`src/rtl/registrador_deslocamento_param_if.sv`:
```
// Bus bundle for the parametrised universal shift register: load/shift
// requests toward the register and Q/status back from it.
interface registrador_deslocamento_param_if #(
    parameter int WIDTH = 8,
    parameter int AMT_W = 4
);
    logic [WIDTH-1:0] D;
    logic             load;
    logic             start;
    logic [2:0]       mode;
    logic [AMT_W-1:0] amount;
    logic             serial_in;
    logic [WIDTH-1:0] Q;
    logic [WIDTH-1:0] Qn;
    logic             serial_out;
    logic             busy;
    logic             done;
    logic             zero;

    modport master (
        output D, load, start, mode, amount, serial_in,
        input  Q, Qn, serial_out, busy, done, zero
    );

    modport slave (
        input  D, load, start, mode, amount, serial_in,
        output Q, Qn, serial_out, busy, done, zero
    );
endinterface

```
`src/rtl/registrador_deslocamento_param.sv`:
```
// Universal register: parallel load plus a one-bit-per-clock shift/rotate
// engine sequenced by an IDLE/SHIFT FSM with a down-counter.
module registrador_deslocamento_param #(
    parameter int WIDTH = 8,
    parameter int AMT_W = 4
) (
    input  logic                            clk,
    input  logic                            rst,
    registrador_deslocamento_param_if.slave bus
);

    typedef enum logic {
        ST_IDLE  = 1'b0,
        ST_SHIFT = 1'b1
    } state_t;

    localparam logic [2:0]       MODE_SHL = 3'b000;
    localparam logic [2:0]       MODE_SHR = 3'b001;
    localparam logic [2:0]       MODE_SAR = 3'b010;
    localparam logic [2:0]       MODE_ROL = 3'b011;
    localparam logic [2:0]       MODE_ROR = 3'b100;
    localparam logic [AMT_W-1:0] CNT_ZERO = {AMT_W{1'b0}};
    localparam logic [AMT_W-1:0] CNT_ONE  = {{(AMT_W-1){1'b0}}, 1'b1};

    // One 1-bit step; result is {bit leaving the register, new contents}.
    // Reserved modes return the current serial_out and contents untouched.
    function automatic logic [WIDTH:0] shift_step(
        input logic [WIDTH-1:0] q,
        input logic             so,
        input logic [2:0]       m,
        input logic             sin
    );
        logic [WIDTH:0] r;
        case (m)
            MODE_SHL: r = {q[WIDTH-1], q[WIDTH-2:0], sin};
            MODE_SHR: r = {q[0], sin, q[WIDTH-1:1]};
            MODE_SAR: r = {q[0], q[WIDTH-1], q[WIDTH-1:1]};
            MODE_ROL: r = {q[WIDTH-1], q[WIDTH-2:0], q[WIDTH-1]};
            MODE_ROR: r = {q[0], q[0], q[WIDTH-1:1]};
            default:  r = {so, q};
        endcase
        return r;
    endfunction

    state_t           state_r;
    state_t           state_nxt_s;
    logic [AMT_W-1:0] cnt_r;
    logic [AMT_W-1:0] cnt_nxt_s;
    logic [2:0]       mode_r;
    logic [2:0]       mode_nxt_s;
    logic [WIDTH-1:0] q_r;
    logic [WIDTH-1:0] qn_r;
    logic [WIDTH-1:0] q_nxt_s;
    logic             sout_r;
    logic             sout_nxt_s;
    logic             done_r;
    logic             done_nxt_s;
    logic             busy_r;
    logic             busy_nxt_s;
    logic [WIDTH:0]   step_s;

    assign step_s = shift_step(q_r, sout_r, mode_r, bus.serial_in);

    // FSM state register
    always_ff @(posedge clk or negedge rst) begin
        if (!rst) begin
            state_r <= ST_IDLE;
        end else begin
            state_r <= state_nxt_s;
        end
    end

    // FSM next-state logic
    always_comb begin
        state_nxt_s = state_r;
        case (state_r)
            ST_IDLE: begin
                if (bus.load) begin
                    state_nxt_s = ST_IDLE;
                end else if (bus.start && (bus.amount != CNT_ZERO)) begin
                    state_nxt_s = ST_SHIFT;
                end else begin
                    state_nxt_s = ST_IDLE;
                end
            end
            ST_SHIFT: begin
                if (cnt_r == CNT_ONE) begin
                    state_nxt_s = ST_IDLE;
                end else begin
                    state_nxt_s = ST_SHIFT;
                end
            end
            default: state_nxt_s = ST_IDLE;
        endcase
    end

    // FSM output/datapath next values; all of them are registered below
    always_comb begin
        q_nxt_s    = q_r;
        sout_nxt_s = sout_r;
        done_nxt_s = 1'b0;
        cnt_nxt_s  = cnt_r;
        mode_nxt_s = mode_r;
        case (state_r)
            ST_IDLE: begin
                if (bus.load) begin
                    q_nxt_s = bus.D;
                end else if (bus.start) begin
                    mode_nxt_s = bus.mode;
                    cnt_nxt_s  = bus.amount;
                    // A zero-length request completes immediately without shifting.
                    if (bus.amount == CNT_ZERO) begin
                        done_nxt_s = 1'b1;
                    end else begin
                        done_nxt_s = 1'b0;
                    end
                end else begin
                    q_nxt_s = q_r;
                end
            end
            ST_SHIFT: begin
                q_nxt_s    = step_s[WIDTH-1:0];
                sout_nxt_s = step_s[WIDTH];
                cnt_nxt_s  = cnt_r - CNT_ONE;
                if (cnt_r == CNT_ONE) begin
                    done_nxt_s = 1'b1;
                end else begin
                    done_nxt_s = 1'b0;
                end
            end
            default: begin
                q_nxt_s = q_r;
            end
        endcase
        busy_nxt_s = (state_nxt_s == ST_SHIFT);
    end

    // Datapath and status registers; Qn is kept as a registered complement
    always_ff @(posedge clk or negedge rst) begin
        if (!rst) begin
            q_r    <= {WIDTH{1'b0}};
            qn_r   <= {WIDTH{1'b1}};
            sout_r <= 1'b0;
            done_r <= 1'b0;
            busy_r <= 1'b0;
            cnt_r  <= CNT_ZERO;
            mode_r <= 3'b000;
        end else begin
            q_r    <= q_nxt_s;
            qn_r   <= ~q_nxt_s;
            sout_r <= sout_nxt_s;
            done_r <= done_nxt_s;
            busy_r <= busy_nxt_s;
            cnt_r  <= cnt_nxt_s;
            mode_r <= mode_nxt_s;
        end
    end

    assign bus.Q          = q_r;
    assign bus.Qn         = qn_r;
    assign bus.serial_out = sout_r;
    assign bus.busy       = busy_r;
    assign bus.done       = done_r;
    assign bus.zero       = (q_r == {WIDTH{1'b0}});

endmodule

```
`src/flat_wrapper.sv`:
```
// flat-port wrapper written by rule: the top's interface ports become plain ports
module registrador_deslocamento_param_flat 
#(
    parameter int WIDTH = 8,
    parameter int AMT_W = 4
)
  (clk, rst, bus_D, bus_load, bus_start, bus_mode, bus_amount, bus_serial_in, bus_Q, bus_Qn, bus_serial_out, bus_busy, bus_done, bus_zero);
  registrador_deslocamento_param_if #(.WIDTH(WIDTH), .AMT_W(AMT_W)) bus_i ();
  input  logic clk;
  input  logic rst;
  input wire logic [$bits(bus_i.D)-1:0] bus_D;
  input wire logic [$bits(bus_i.load)-1:0] bus_load;
  input wire logic [$bits(bus_i.start)-1:0] bus_start;
  input wire logic [$bits(bus_i.mode)-1:0] bus_mode;
  input wire logic [$bits(bus_i.amount)-1:0] bus_amount;
  input wire logic [$bits(bus_i.serial_in)-1:0] bus_serial_in;
  output wire logic [$bits(bus_i.Q)-1:0] bus_Q;
  output wire logic [$bits(bus_i.Qn)-1:0] bus_Qn;
  output wire logic [$bits(bus_i.serial_out)-1:0] bus_serial_out;
  output wire logic [$bits(bus_i.busy)-1:0] bus_busy;
  output wire logic [$bits(bus_i.done)-1:0] bus_done;
  output wire logic [$bits(bus_i.zero)-1:0] bus_zero;
  assign bus_i.D = bus_D;
  assign bus_i.load = bus_load;
  assign bus_i.start = bus_start;
  assign bus_i.mode = bus_mode;
  assign bus_i.amount = bus_amount;
  assign bus_i.serial_in = bus_serial_in;
  assign bus_Q = bus_i.Q;
  assign bus_Qn = bus_i.Qn;
  assign bus_serial_out = bus_i.serial_out;
  assign bus_busy = bus_i.busy;
  assign bus_done = bus_i.done;
  assign bus_zero = bus_i.zero;
  registrador_deslocamento_param #(.WIDTH(WIDTH), .AMT_W(AMT_W)) u_core (.clk(clk), .rst(rst), .bus(bus_i));
endmodule
```
`config.mk`:
```
export PLATFORM = sky130hd
export DESIGN_NAME = registrador_deslocamento_param_flat
export DESIGN_NICKNAME = d
export VERILOG_FILES = /design/src/rtl/registrador_deslocamento_param_if.sv /design/src/rtl/registrador_deslocamento_param.sv /design/src/flat_wrapper.sv
export SDC_FILE = /design/constraint.sdc
export NUM_CORES = 1
export LEC_CHECK = 0
export ABC_AREA = 1
export BUFFER_PORTS_ARGS = -buffer_cell sky130_fd_sc_hd__clkbuf_2
export CORE_MARGIN = 3
export CORE_UTILIZATION = 55
export CTS_CLUSTER_SIZE = 10
export DETAILED_ROUTE_END_ITERATION = 6
export PLACE_DENSITY = 0.82
export SYNTH_ARGS = -nofsm -noshare
export SYNTH_HDL_FRONTEND = slang
export SYNTH_SLANG_ARGS = --single-unit
```
`constraint.sdc`:
```
create_clock -name clk -period 2.1 [get_ports clk]
set_clock_uncertainty 0.1 [all_clocks]
set_input_delay 0.315 -clock clk [delete_from_list [all_inputs] [get_ports clk]]
set_output_delay 0.315 -clock clk [all_outputs]
set_load 0.005 [all_outputs]
```
; ---- Word level (Yosys, flattened, before mapping)
; Index checks and enable logic that the tools add are counted.
[op_classes]
n_eq_ne = 7
bitwise_logic = 3
mux = 15
n_reduce_logical = 9
addsub = 1
[op_table]
columns = op, count
row1 = $pmux W9 S5, 1
row2 = $pmux W8 S2, 1
row3 = $logic_not A8 Y1, 1
row4 = $mux W4, 2
row5 = $mux W8, 1
row6 = $not A8 Y8, 1
row7 = $pmux W4 S2, 1
row8 = $mux W1, 7
row9 = $eq A3 B2 Y1 const B, 2
row10 = $reduce_bool A5 Y1, 1
row11 = $eq A4 B1 Y1 const B, 1
row12 = $logic_not A4 Y1, 1
row13 = $ne A2 B2 Y1 const B, 2
row14 = $pmux W1 S2, 2
row15 = $reduce_and A2 Y1, 2
row16 = $reduce_bool A4 Y1, 1
row17 = $sub A4 B1 Y4 const B, 1
row18 = $eq A3 B1 Y1 const B, 1
row19 = $eq A3 B3 Y1 const B, 1
row20 = $logic_not A3 Y1, 1
row21 = $reduce_and A3 Y1, 1
row22 = $not A1 Y1, 2
row23 = $logic_and A1 B1 Y1, 1
[word_totals]
output_inout_bits = 20
input_bits = 20
elab_cells = 42
reg_bits = 26

; ---- Depth between registers and ports, before layout
; Gate-level depths: netlist of run 1.
[depth]
word_depth = 5
depth_mapped = 7
depth_no_buf = 7

; ---- Worst setup path before layout of run 1
; Ideal clock, no wire load.
[synth_timing]
kind = flip-flop to output port
startpoint = register with a tool-made name
endpoint = output bus_zero
n_path_buf = 0
path_stages_with_launch = 3
required_ns = 1.685
t_arrival_ns = 0.821
path_slack_ns = 0.864
path_cell_list = dfrtp_1 -> nor4_1 -> and2_1
[synth_rtl]
columns = element, line
row1 = to (decl), flat_wrapper.sv:22  ; output wire logic [$bits(bus_i.zero)-1:0] bus_zero;

==> flow_summary.json, run 1 <==
{
  "vias": 1304,
  "drc": 0,
  "crit_required_ps": 1680,
  "fillers": 202,
  "placed_cell_area_um2": 1612,
  "ys_ff_latch": 26,
  "grt_pass1_vias": 1273,
  "grt_pass1_wl_um": 5347,
  "yosys-top-cells-area": "dfrtp_1 (33%), nand2_1 (18%), dfstp_2 (15%), inv_1 (5.2%), nand3_1 (4.7%)",
  "holdCritStartpoint": "bus_D[4]",
  "power-per-cell-area_nw_per_um2": 1549,
  "synth.distinct_cells": 27,
  "antenna_found_initial": 0,
  "cp-start-kind": "flip-flop",
  "worstPathMaxFanout": 7,
  "avgSynthCellArea_um2": 7.818,
  "wl_um": 3165,
  "hold_violations": 0,
  "synth-edff-count": 0,
  "cap_violations": 0,
  "coreArea_um2": 2297,
  "fin_area_um2": 1648,
  "peakVddDrop_uv": 831.4,
  "finalSetupViolations": 0,
  "netlist_area_um2": 1384,
  "slew-limit-headroom_pct": 58.28,
  "syn2layout_area_growth_pct": 19.08,
  "die_area_um2": 3154,
  "mostFrequentLayoutCells": "nand2_1 (68), clkbuf_2 (39), inv_1 (19)",
  "syn_inst": 177,
  "nets": 243,
  "avgViaCountPerCell": 5.258,
  "p_leak_nw": 0.9132,
  "htree_num_levels": 1,
  "rsz0062_at_grt": "false",
  "place.gp.congestion": 0.8481,
  "synth_warnings": 0,
  "totalPowerFinal_mw": 2.553,
  "hpwl_um": 2391,
  "placementRows": 17,
  "grt_max_degree": 27,
  "synthArstFlopShare_pct": 100.0,
  "dp_cells": 243,
  "start_util_pct": 60.24,
  "fin_setup_tns_ps": 0,
  "synth_ff_type": "dfrtp_1",
  "io_buffers": 39,
  "cts.path.max_buffers": 2,
  "numCtsBuffers": 3,
  "drtIter0Drc": 36,
  "slew_viol_final": 0,
  "multiInputGateArea_um2": 630.6,
  "instances_no_fill": 248,
  "holdPathEnd": "u_core.bus.Qn[4]",
  "layout_commonest_cell": "nand2_1",
  "cts.clk_slew.worst_paths_ps": 130,
  "seqCellArea_um2": 660.6,
  "end_kind": "output port",
  "synth_top_area_cell": "dfrtp_1",
  "grt.total_usage_pct": 21.11,
  "wl_per_cell_um": 12.76,
  "cp.arrival_ps": 1310,
  "rr_startpoint": "u_core.mode_r[1]",
  "io_pins": 40,
  "die_w_um": 56.16,
  "cts_root_buf": "clkbuf_4",
  "cts_sinks": 26,
  "worstMarginPinSlew_ps": 625.9,
  "hold_class": "primary input to flip-flop",
  "syn_nets": 199,
  "outcome": "complete, no violations",
  "r2r_cells": 7,
  "ant_nets": 0,
  "grt_overflow": 0,
  "fmax_mhz": 580.9,
  "hold_depth": 4,
  "drive_gt1_share_pct": 28.64,
  "seq_area_frac_synth_pct": 47.74,
  "post-route-min-period_ps": 1722,
  "die_h_um": 56.16,
  "regToRegSetupSlack_ps": 720,
  "diodes": 0,
  "clk_latency_ps": 310,
  "synth_top_area_share_pct": 32.55,
  "cts_resized": 0,
  "cts_tree": "yes",
  "path_class": "flip-flop to output port",
  "drtPass1Iterations": 4,
  "finalCritPeriodShare_pct": 81.98
}
==> through the flow <==
step	setup WS (ps)	hold slack (ps)	utilization, %
global route	244.0	116.0	71.73
global placement	706.1	259.7	70.15
CTS	349.8	115.5	71.73
floorplan	863.5	-80.59	-
detailed placement	706.4	269.5	70.15
finish	378.5	121.1	71.73
==> layer usage <==
layer / vias up / global-route usage (%) / share of wire [%]
met5: - / 0 / 0
met4: 0 / 7.119 / 0.57
met3: 2 / 3.016 / 5.1
met2: 39 / 36.39 / 50
met1: 614 / 26.96 / 45
li1: 649 / - / -
==> report_power, final <==
part | internal (mW) | switching (mW) | leakage (nW)
sequential | 0.801 | 0.213 | 0.301
clock | 0.0742 | 0.140 | 0.0150
combinational | 0.512 | 0.813 | 0.597
==> cell type report <==
| class | instances | share of cell area (%) |
|---|---|---|
| Clock buffer | 4 | 1.595 |
| Timing Repair Buffer | 41 | 12.91 |
| Inverter | 22 | 5.011 |
| Multi-Input combinational cell | 127 | 38.27 |
| Sequential cell | 26 | 40.09 |
| Tap cell | 28 | 2.126 |
==> critical path, stage by stage, from the launching register on <==
cell and delay, ps:
dfrtp_1 460, nor4_1 270, and2_1 150, clkbuf_2 110
==> timing repair <==
item,CTS,global route
setup buffers,0,0
hold endpoints to repair,18,0
hold buffers,1,0
==> worst max-delay path by stage <==
stage,end,slack (ps),cells after the start,from
2_1_floorplan,bus_zero,860,2,flip-flop
3_3_place_gp,bus_zero,710,3,flip-flop
3_5_place_dp,bus_zero,710,3,flip-flop
4_1_cts,bus_zero,350,3,flip-flop
5_1_grt,bus_zero,240,3,flip-flop
6_report,bus_zero,380,3,flip-flop
==> logic make-up after synthesis <==
| group | Yosys count | synth area share [%] |
|---|---|---|
| simple gates | 100 | 31.65 |
| mux | 2 | 1.627 |
| xor+xnor | 2 | 1.266 |
| flops | 26 | 47.74 |
| buf+inv | 24 | 6.691 |
| compound gates | 21 | 9.223 |
| fa+ha+maj | 2 | 1.808 |
==> cells in the mapped netlist, types with 2 or more instances <==
library cell,instances
nand2_1,68
inv_1,19
dfrtp_1,18
nand3_1,13
a21oi_1,11
nor2_1,9
dfstp_2,8
o21ai_0,5
inv_2,3
buf_2,2
ha_1,2
mux2_2,2
nand2_2,2
nor4_1,2
(Power assumes the default switching activity.)
==> inputs of run 2 (changes only) <==
ABC_AREA = 0   (was 1)
CORE_UTILIZATION = 47   (was 55)
PLACE_DENSITY = 0.73   (was 0.82)
clock period = 1.4 ns   (was 2.1 ns; I/O delays follow)
==> run 2 against run 1 <==
Net effect: the flow now finishes with violations (negative setup slack); critical path depth unchanged; hold slack got worse by 32 ps; global-route usage decreased by 0.082 points; via count increased by 2.6%; flip-flop and latch count unchanged; worst setup slack got worse by 810 ps; total power increased by 150%; cell count decreased by 3.2%.
==> flow_summary.json, run 2 <==
{
  "avgSynthCellArea_um2": 11.53,
  "crit_chain": "or4_4, nor2_4, clkbuf_2",
  "grt_pass1_vias": 1449,
  "vias": 1338,
  "path_class": "flip-flop to output port",
  "synth_top_area_cell": "dfrtp_1",
  "hold_class": "primary input to flip-flop",
  "seq_area_frac_synth_pct": 43.07,
  "yosysMostFrequentCell": "mux2i_1",
  "top_layer": "met4",
  "whs_ps": 89.24,
  "io_pins": 40,
  "nets": 219,
  "fmax_mhz": 547.1,
  "rsz0062_at_grt": "true",
  "hold_violations": 0,
  "netlist_area_um2": 1534,
  "violations": "negative setup slack",
  "met1Wirelength_um": 1687,
  "placementRows": 20,
  "layout_commonest_cell": "clkbuf_2",
  "cts_sinks": 26,
  "holdCritStartpoint": "bus_amount[0]",
  "cap_violations": 0,
  "synth_warnings": 0,
  "grt_max_degree": 19,
  "p_leak_nw": 1.023,
  "start_util_pct": 49.84,
  "fin_setup_tns_ps": -2190,
  "die_w_um": 63.13,
  "multiInputGateArea_um2": 988.4,
  "slowest_delay_ps": 550,
  "cts_tree": "yes",
  "hold_depth": 3,
  "die_area_um2": 3985,
  "drtPass1Iterations": 4,
  "diodes": 0,
  "rr_startpoint": "u_core.mode_r[0]",
  "htree_num_levels": 1,
  "ant_nets": 0,
  "crit_family": "simple AND/OR/NAND/NOR gates",
  "reg2reg_to": "u_core.bus.Qn[2]",
  "syn2layout_area_growth_pct": 48.70,
  "peakVddDrop_uv": 1579,
  "holdPathEnd": "u_core.cnt_r[0]",
  "ys_top_cells_by_count": "mux2i_1 (22), dfrtp_1 (18), a211oi_1 (9)",
  "worstMarginPinSlew_ps": 492.4,
  "synthArstFlopShare_pct": 100.0,
  "mostFrequentLayoutCells": "clkbuf_2 (39), dfrtp_1 (17), mux2i_1 (14), buf_4 (14), dfstp_2 (8)",
  "hpwl_um": 2784,
  "grt.total_usage_pct": 21.03,
  "finalSetupViolations": 18,
  "cp-start-kind": "flip-flop",
  "ys_ff_latch": 26,
  "outcome": "complete, but fails checks",
  "clk_latency_ps": 340,
  "seqCellArea_um2": 661.9,
  "worstPathMaxFanout": 2,
  "place.gp.congestion": 0.8187,
  "drc": 0,
  "crit_required_ps": 1090,
  "totalPowerFinal_mw": 6.334,
  "grt_overflow": 0,
  "r2r_cells": 4,
  "cts.clk_slew.worst_paths_ps": 150,
  "wl_met2_um": 2116,
  "dpl_worst_slack_ps": -388.7,
  "wl_um": 4020,
  "slew_viol_final": 0,
  "avgViaCountPerCell": 5.575,
  "drtIter0Drc": 36,
  "syn_inst": 133,
  "post-route-min-period_ps": 1828,
  "io_buffers": 39,
  "synth_ff_type": "dfrtp_1",
  "synth.distinct_cells": 43,
  "numCtsBuffers": 3,
  "cts.path.max_buffers": 2,
  "final_util_pct": 74.11,
  "end_kind": "output port",
  "antenna_found_initial": 0,
  "synth_top_area_share_pct": 29.36,
  "drive_gt1_share_pct": 56.12,
  "yosys-top-cells-area": "dfrtp_1 (29%), mux2i_1 (14%), dfstp_2 (14%), a211oi_1 (4.4%), a221o_1 (3.3%)",
  "wl_met3_um": 157,
  "regToRegSetupSlack_ps": -170,
  "power-per-cell-area_nw_per_um2": 2777,
  "die_h_um": 63.13,
  "worst-path-buf-inv": 1,
  "syn_nets": 155,
  "cts_root_buf": "clkbuf_4",
  "slew-limit-headroom_pct": 67.11,
  "setup_ws_ps": -427.9,
  "cp.arrival_ps": 1520,
  "grt_pass1_wl_um": 6727,
  "coreArea_um2": 3078,
  "fillers": 219,
  "critical-path-slowest-cell": "or4_4",
  "wl_per_cell_um": 16.75,
  "synth-edff-count": 0,
  "finalCritPeriodShare_pct": 130.6
}
## run 2: cell types whose count changed in the layout (fill, tap and decap cells not counted), moves of 6 or more
cell     delta
mux2i_1    +14
a21oi_1     -9
inv_1      -16
buf_4      +13
nand2_1    -67
nor2_1      -6
nand3_1    -13
buf_6       +6
## run 2: layout make-up
cell class | instances | area share (%)
clock inverters | 1 | 1.317
well taps | 44 | 2.414
flip-flops and latches | 26 | 29.02
clock buffers | 3 | 0.9874
inverters | 4 | 0.6583
repair buffers | 68 | 22.27
multi-input cells | 94 | 43.34
## run 2: what timing repair did
| item | in CTS | in global routing |
|---|---|---|
| buffers inserted | 2 | 2 |
| setup endpoints to repair | 18 | 20 |
| resized for setup | 33 | 15 |
| endpoints found under the hold margin | 26 | 1 |
| hold buffers | 3 | 1 |
| pin swaps | 12 | 7 |
## run 2: worst max path at each step
stage / cells after the start / slack, ps / startpoint / end
finish: 3 / -430 / flip-flop / bus_zero
global route: 3 / -460 / flip-flop / bus_zero
CTS: 3 / -410 / flip-flop / bus_zero
detailed placement: 3 / -390 / u_core.mode_r[2] / u_core.bus.Qn[7]
global placement: 3 / -270 / u_core.mode_r[2] / u_core.bus.Qn[7]
floorplan: 4 / -170 / u_core.mode_r[0] / flip-flop
## run 2: layer usage
| metal | GRT usage (%) | up-vias |
|---|---|---|
| met5 | 0 | - |
| met4 | 6.612 | 0 |
| met3 | 1.961 | 7 |
| met2 | 38.08 | 38 |
| met1 | 26.17 | 649 |
| li1 | - | 644 |
## run 2: metrics by stage
| step | cells | instance area, um2 |
|---|---|---|
| 6_report | 240 | 2281 |
| 3_3_place_gp | 229 | 1921 |
| 4_1_cts | 238 | 2188 |
| 2_1_floorplan | 133 | 1535 |
| 5_1_grt | 240 | 2281 |
| 3_5_place_dp | 229 | 1921 |
## run 2: logic make-up (layout without fill, tap and decap cells)
group / count (synthesis) / in the layout / synth area share [%]
buffers and inverters: 13 / 76 / 4.486
DFF: 26 / 26 / 43.07
muxes: 27 / 27 / 18.27
adders and majority gates: 2 / 2 / 1.631
AOI/OAI and AO/OA: 35 / 35 / 18.76
and+or+nand+nor: 27 / 27 / 10.85
xor gates and xnor gates: 3 / 3 / 2.937
## run 2: power breakdown
| part | internal [mW] | leakage, nW | switching, mW |
|---|---|---|---|
| clock | 0.290 | 0.0279 | 0.243 |
| sequential | 1.22 | 0.291 | 0.274 |
| combinational | 2.29 | 0.704 | 2.02 |
| total | 3.80 | 1.02 | 2.53 |
## run 2: worst reg2reg max path, delay by kind of cell, from the launching register on
family | cells | cell delay, ps
xor+xnor | 1 | 200
mux | 1 | 190
compound gates | 1 | 310
buf+inv | 1 | 170
flops | 1 | 530
